==> src/rtl/demux5_buf.sv <==
// Registered 1-to-5 one-hot demultiplexer with single-entry, pass-through-ready port buffers.
// Optional feature macro DEMUX5_SEL_CHECK_EN: illegal selects are dropped and flagged on err.
module demux5_buf #(
  parameter int N = 32
) (
  input  logic         clk,
  input  logic         rst_n,
  input  logic [N-1:0] in_data,
  input  logic [4:0]   in_sel,
  input  logic         in_valid,
  output logic         in_ready,
  output logic [N-1:0] out0_data,
  output logic [N-1:0] out1_data,
  output logic [N-1:0] out2_data,
  output logic [N-1:0] out3_data,
  output logic [N-1:0] out4_data,
  output logic         out0_valid,
  output logic         out1_valid,
  output logic         out2_valid,
  output logic         out3_valid,
  output logic         out4_valid,
  input  logic         out0_ready,
  input  logic         out1_ready,
  input  logic         out2_ready,
  input  logic         out3_ready,
  input  logic         out4_ready,
  output logic         err
);

  logic [4:0]   rdy;
  logic [4:0]   valid_q;
  logic [4:0]   can_load;
  logic [4:0]   load;
  logic [N-1:0] data_q [5];

  assign rdy      = {out4_ready, out3_ready, out2_ready, out1_ready, out0_ready};
  assign can_load = ~valid_q | rdy;

`ifdef DEMUX5_SEL_CHECK_EN
  logic sel_legal;
  logic err_q;

  // Illegal selects are always accepted so a bad producer cannot stall the stream.
  assign sel_legal = $onehot(in_sel);
  assign in_ready  = sel_legal ? |(in_sel & can_load) : 1'b1;
  assign load      = (in_valid && in_ready && sel_legal) ? in_sel : 5'b0;

  always_ff @(posedge clk or negedge rst_n) begin
    if (!rst_n)
      err_q <= 1'b0;
    else if (in_valid && !sel_legal)
      err_q <= 1'b1;
  end

  assign err = err_q;
`else
  // Broadcast waits for every selected port; a zero-hot select is accepted and dropped.
  assign in_ready = &(~in_sel | can_load);
  assign load     = (in_valid && in_ready) ? in_sel : 5'b0;
  assign err      = 1'b0;
`endif

  always_ff @(posedge clk or negedge rst_n) begin
    if (!rst_n) begin
      valid_q <= 5'b0;
      for (int k = 0; k < 5; k++)
        data_q[k] <= '0;
    end else begin
      for (int k = 0; k < 5; k++) begin
        if (load[k]) begin
          data_q[k]  <= in_data;
          valid_q[k] <= 1'b1;
        end else if (rdy[k]) begin
          valid_q[k] <= 1'b0;
        end
      end
    end
  end

  assign out0_data  = data_q[0];
  assign out1_data  = data_q[1];
  assign out2_data  = data_q[2];
  assign out3_data  = data_q[3];
  assign out4_data  = data_q[4];
  assign out0_valid = valid_q[0];
  assign out1_valid = valid_q[1];
  assign out2_valid = valid_q[2];
  assign out3_valid = valid_q[3];
  assign out4_valid = valid_q[4];

endmodule

==> config.mk <==
export PLATFORM = sky130hd
export DESIGN_NAME = demux5_buf
export DESIGN_NICKNAME = d
export VERILOG_FILES = /design/src/rtl/demux5_buf.sv
export SDC_FILE = /design/constraint.sdc
export NUM_CORES = 1
export LEC_CHECK = 0
export ABC_AREA = 1
export CAP_MARGIN = 20
export CORE_UTILIZATION = 40
export CTS_CLUSTER_SIZE = 14
export DETAILED_ROUTE_END_ITERATION = 6
export PLACE_DENSITY = 0.75
export SYNTH_ARGS = -nofsm -noshare
export SYNTH_HDL_FRONTEND = slang
export SYNTH_SLANG_ARGS = --single-unit
==> constraint.sdc <==
create_clock -name clk -period 3.3 [get_ports clk]
set_input_delay 0.33 -clock clk [delete_from_list [all_inputs] [get_ports clk]]
set_output_delay 0.33 -clock clk [all_outputs]
set_load 0.05 [all_outputs]
After elaboration in Yosys (flattened, before gate mapping)
Index checks and enable logic that the tools add are counted.
{"block": "word_totals", "memories": 0, "rom_bits": 0, "ram_bits": 0, "latch_bits": 0, "inputBits": 45, "reg_bits": 165, "word_cells": 32}
{"block": "op_classes", "eq_ne": 0, "n_bitwise": 4, "n_reduce_logical": 7, "n_mux": 11, "shift": 0, "order_cmp": 0, "add_sub_neg": 0, "multipliers": 0, "div": 0}
{"cell": "1-bit two-way mux", "n": 10}
{"cell": "5-bit NOT", "n": 2}
{"cell": "5-bit bitwise OR", "n": 2}
{"cell": "2-bit nonzero test", "n": 5}
{"cell": "5-bit two-way mux", "n": 1}
{"cell": "5-bit AND reduction", "n": 1}
{"cell": "1-bit logical AND", "n": 1}

Longest topological paths before layout
{"block": "depth", "word_depth": 7, "mapped_depth": 8, "depth_no_buf": 7}

Worst setup path after synthesis
Ideal clock, no wire load.
{"block": "synth_path", "path_type": "register to output", "from": "register valid_q[0]", "to": "output port in_ready", "stages_incl_launch_ff": 5, "slack_ns": 1.647, "arrival_ns": 1.323, "path_cell_list": "dfrtp_1 > nand3_1 > nand2_2 > nor2_4 > buf_2"}
{"block": "synth_via", "elab_chain_len": 4}
{"item": "start, declared", "line_no": "31", "text": "logic [4:0] valid_q;"}
{"item": "start signal, assigned", "line_no": "65", "text": "valid_q <= 5'b0;"}
{"item": "start signal, assigned by index", "line_no": "72", "text": "valid_q[k] <= 1'b1;"}
{"item": "start signal, assigned by index", "line_no": "74", "text": "valid_q[k] <= 1'b0;"}
{"item": "5-bit NOT", "line_no": "37", "text": "assign can_load = ~valid_q | rdy;"}
{"item": "5-bit bitwise OR", "line_no": "37"}
{"item": "5-bit bitwise OR", "line_no": "58", "text": "assign in_ready = &(~in_sel | can_load);"}
{"item": "5-bit AND reduction", "line_no": "58"}
{"item": "end, declared", "line_no": "11", "text": "output logic in_ready,"}
Every way passes these cells.

Worst setup path in the final report
{"block": "layout_path", "from": "input port out0_ready", "to": "output port in_ready"}
{"block": "layout_via", "elab_chain_len": 3}
{"item": "start, declared", "line_no": "22", "text": "input logic out0_ready,"}
{"item": "5-bit bitwise OR", "line_no": "37"}
{"item": "5-bit bitwise OR", "line_no": "58"}
{"item": "5-bit AND reduction", "line_no": "58"}
Every way passes these cells.

==> metrics.yaml <==
status:
  status: "completed"
sta:
  max_freq_mhz: 464
  slew_headroom_pct: 44.6
  min_period_ps: 2160
  fin_skew_ps: 8.27
  setup_tns_ps: 0
  hold_violations: 0
  rsz0062_at_grt: "no"
  tightest_slew_ps: 832
  maxSlewViolCount: 0
  setup_viol: 0
  fin_crit_sh_pct: 65.4
global_routing:
  grt-ovfl-total: 0
  grt_pass1_vias: 6018
  grtUsageTotal_pct: 25.1
  met1_usage_pct: 34.9
  grt-busiest-layer: "met2"
  grt_max_degree: 77
  grt_pass1_wl_mm: 34.5
  antenna_found_initial: 1
  grtUsageMet3_pct: 3.82
  use_met2_pct: 41.1
floorplanning:
  dieArea_mm2: 0.0180
  fp-row-count: 47
  fp.dieW_um: 134
  die_h_um: 134
  start_util_pct: 41.5
  core_mm2: 0.0168
  io_pins: 212
synthesis:
  netlist-cell-type-count: 17
  synth_compound_area_share_pct: 0
  yosysWarnings: 0
  synthCells: 749
  syn-num-nets: 794
  netlist_top_cells_area: "dfrtp_1 59%, nand2_1 18%, nand4_1 14%"
  synthAdderAreaFrac_pct: 0
  synth_seq_cells: 165
  synth.area.mux_share_pct: 0
  syn-cell-area_mm2: 0.00698
  ys_seq_area_share_pct: 59.1
  yosys.area.top_type_share_pct: 59.1
  synth_top_family_by_area: "simple AND/OR/NAND/NOR gates"
  synth_area_per_cell_um2: 9.32
  synth_area_leader_cell: "dfrtp_1"
  synthXorXnorAreaFrac_pct: 0
  yosys.area_share.simple_pct: 34.9
clock_network:
  cts_sinks: 165
  cts_tree: "yes"
  post-cts-setup-buffer-count: 0
  ctsRootBufferMaster: "clkbuf_16"
  numCtsBuffers: 17
  path_clk_slew_ps: 60
  cts_max_level: 4
  cts_resized: 0
  clkLatencyLatePin_ps: 420
  cts_hold_buf: 1
  cts.path.max_buffers: 2
run:
  maxCapViolCount: 0
setup_path:
  cp-end-kind: "primary output"
  worstPathMaxFanout: 22
  cp.arrival_ps: 1830
  cp-endpoint: "in_ready"
  critPathKind: "input port to primary output"
  rrSetupSlack_ps: 1510
  r2r-end: "out4_data[29]"
  reg2reg_depth: 6
  critPathLaunchType: "input port"
  crit_path_start: "out0_ready"
  crit_required_ps: 2970
  reg2reg_from: "valid_q[0]"
placement:
  dp_hpwl_mm: 13.9
  io_buffers: 210
  dp.cells: 1125
  placed_area_mm2: 0.00911
  place.gp.congestion: 0.796
power:
  cellPowerDensity_mw_per_mm2: 875
  p_leak_nw: 4.72
  peakVddDrop_mv: 0.420
cells_and_area:
  fill_cells: 1482
  final_core_util_pct: 58.1
  final_net_count: 970
  drive_above_1_share_pct: 7.46
  final_cell_area_mm2: 0.00977
  final_cells: 1158
  insertedDiodeCount: 0
  area_growth_pct: 39.8
detailed_routing:
  wirelength_mm: 22.1
  first_pass_iters: 5
  ant_nets: 0
  routedWlPerCell_um: 19.1
  via_per_inst: 5.50
  drt-initial-drc-count: 578
  vias: 6365
  drc: 0
hold_path:
  hold_path.class: "input port to flip-flop"
## stage by stage
stage | setup slack (ps) | hold slack (ps) | power [mW]
after floorplan | 1650 | 34.4 | 5.09
after global placement | 1020 | 376 | 6.40
after detailed placement | 1000 | 376 | 6.43
after CTS | 1120 | 338 | 8.59
after global routing | 1080 | 355 | 8.89
final | 1140 | 360 | 8.54
## synthesized netlist by cell type (all sizes together)
cell and count:
nand2 332, dfrtp 165, nand4 165, buf 64
clkbuf 7, inv 7, nand3 6, nor2 2
conb 1
## cell families (layout without fill, tap and decap cells)
group                  after synthesis  in the layout
buffers and inverters               78            267
flip-flops                         165            165
other                                1              1
AND/OR/NAND/NOR                    505            505
## report_power, final
group | internal, mW | total (mW) | switching (mW)
clock | 1.34 | 2.14 | 0.806
sequential | 2.50 | 2.81 | 0.312
combinational | 1.08 | 3.59 | 2.51
## layout make-up
type	count	area (um^2)	share of cell area (%)
clock buffers	22	474	4.86
flip-flops and latches	165	4130	42.3
multi-input cells	506	2440	25.0
inverters	7	26.3	0.269
clock inverters	10	169	1.73
well taps	220	275	2.82
repair buffers	228	2250	23.0
## worst min-delay path by stage
stage	startpoint	end	slack, ps	depth (start not counted)
2_1_floorplan	rst_n	out0_data[0]	30	0
3_3_place_gp	rst_n	out0_data[31]	380	1
3_5_place_dp	rst_n	out2_data[31]	380	1
4_1_cts	in_valid	out0_data[14]	340	3
5_1_grt	in_valid	out0_data[14]	360	3
6_report	in_valid	out0_data[14]	360	3
## per-layer routing
metal,vias to the layer above,part of all wire [%]
met3,25,6.6
met2,298,49
met5,-,0.036
met4,2,1.2
met1,3142,43
li1,2898,-
## state kept, by name, indices dropped and copies added, names as in the netlist
register / flops
out0_data: 32
out2_data: 32
out1_data: 32
valid_q: 5
out3_data: 32
out4_data: 32
## cell usage in the layout (no fill, tap or decap)
cell type        netlist  routed
nand3_2                4       4
clkbuf_8               0       3
nor2_8                 1       1
dlygate4sd3_1          0       1
conb_1                 1       1
inv_1                  5       5
clkinv_4               0       1
nand4_4                5       5
clkdlybuf4s50_1        0     202
buf_6                  2       1
nand3_1                2       2
nor2_4                 1       1
clkbuf_16              0      17
bufinv_16              0       4
buf_12                 0       3
nand2_2                2       2
buf_2                 44       5
clkinvlp_4             0       3
inv_2                  2       2
buf_4                 13      16
clkbuf_1               7       2
nand2_1              330     330
dfrtp_1              165     165
inv_6                  0       2
nand4_1              160     160
## critical path, cell delays in order
cell	delay (ps)
clkdlybuf4s50_1	480
inv_1	70
nand3_1	100
nand2_2	90
nor2_4	520
buf_12	220
Note: power is estimated with default switching activity, not from simulation.
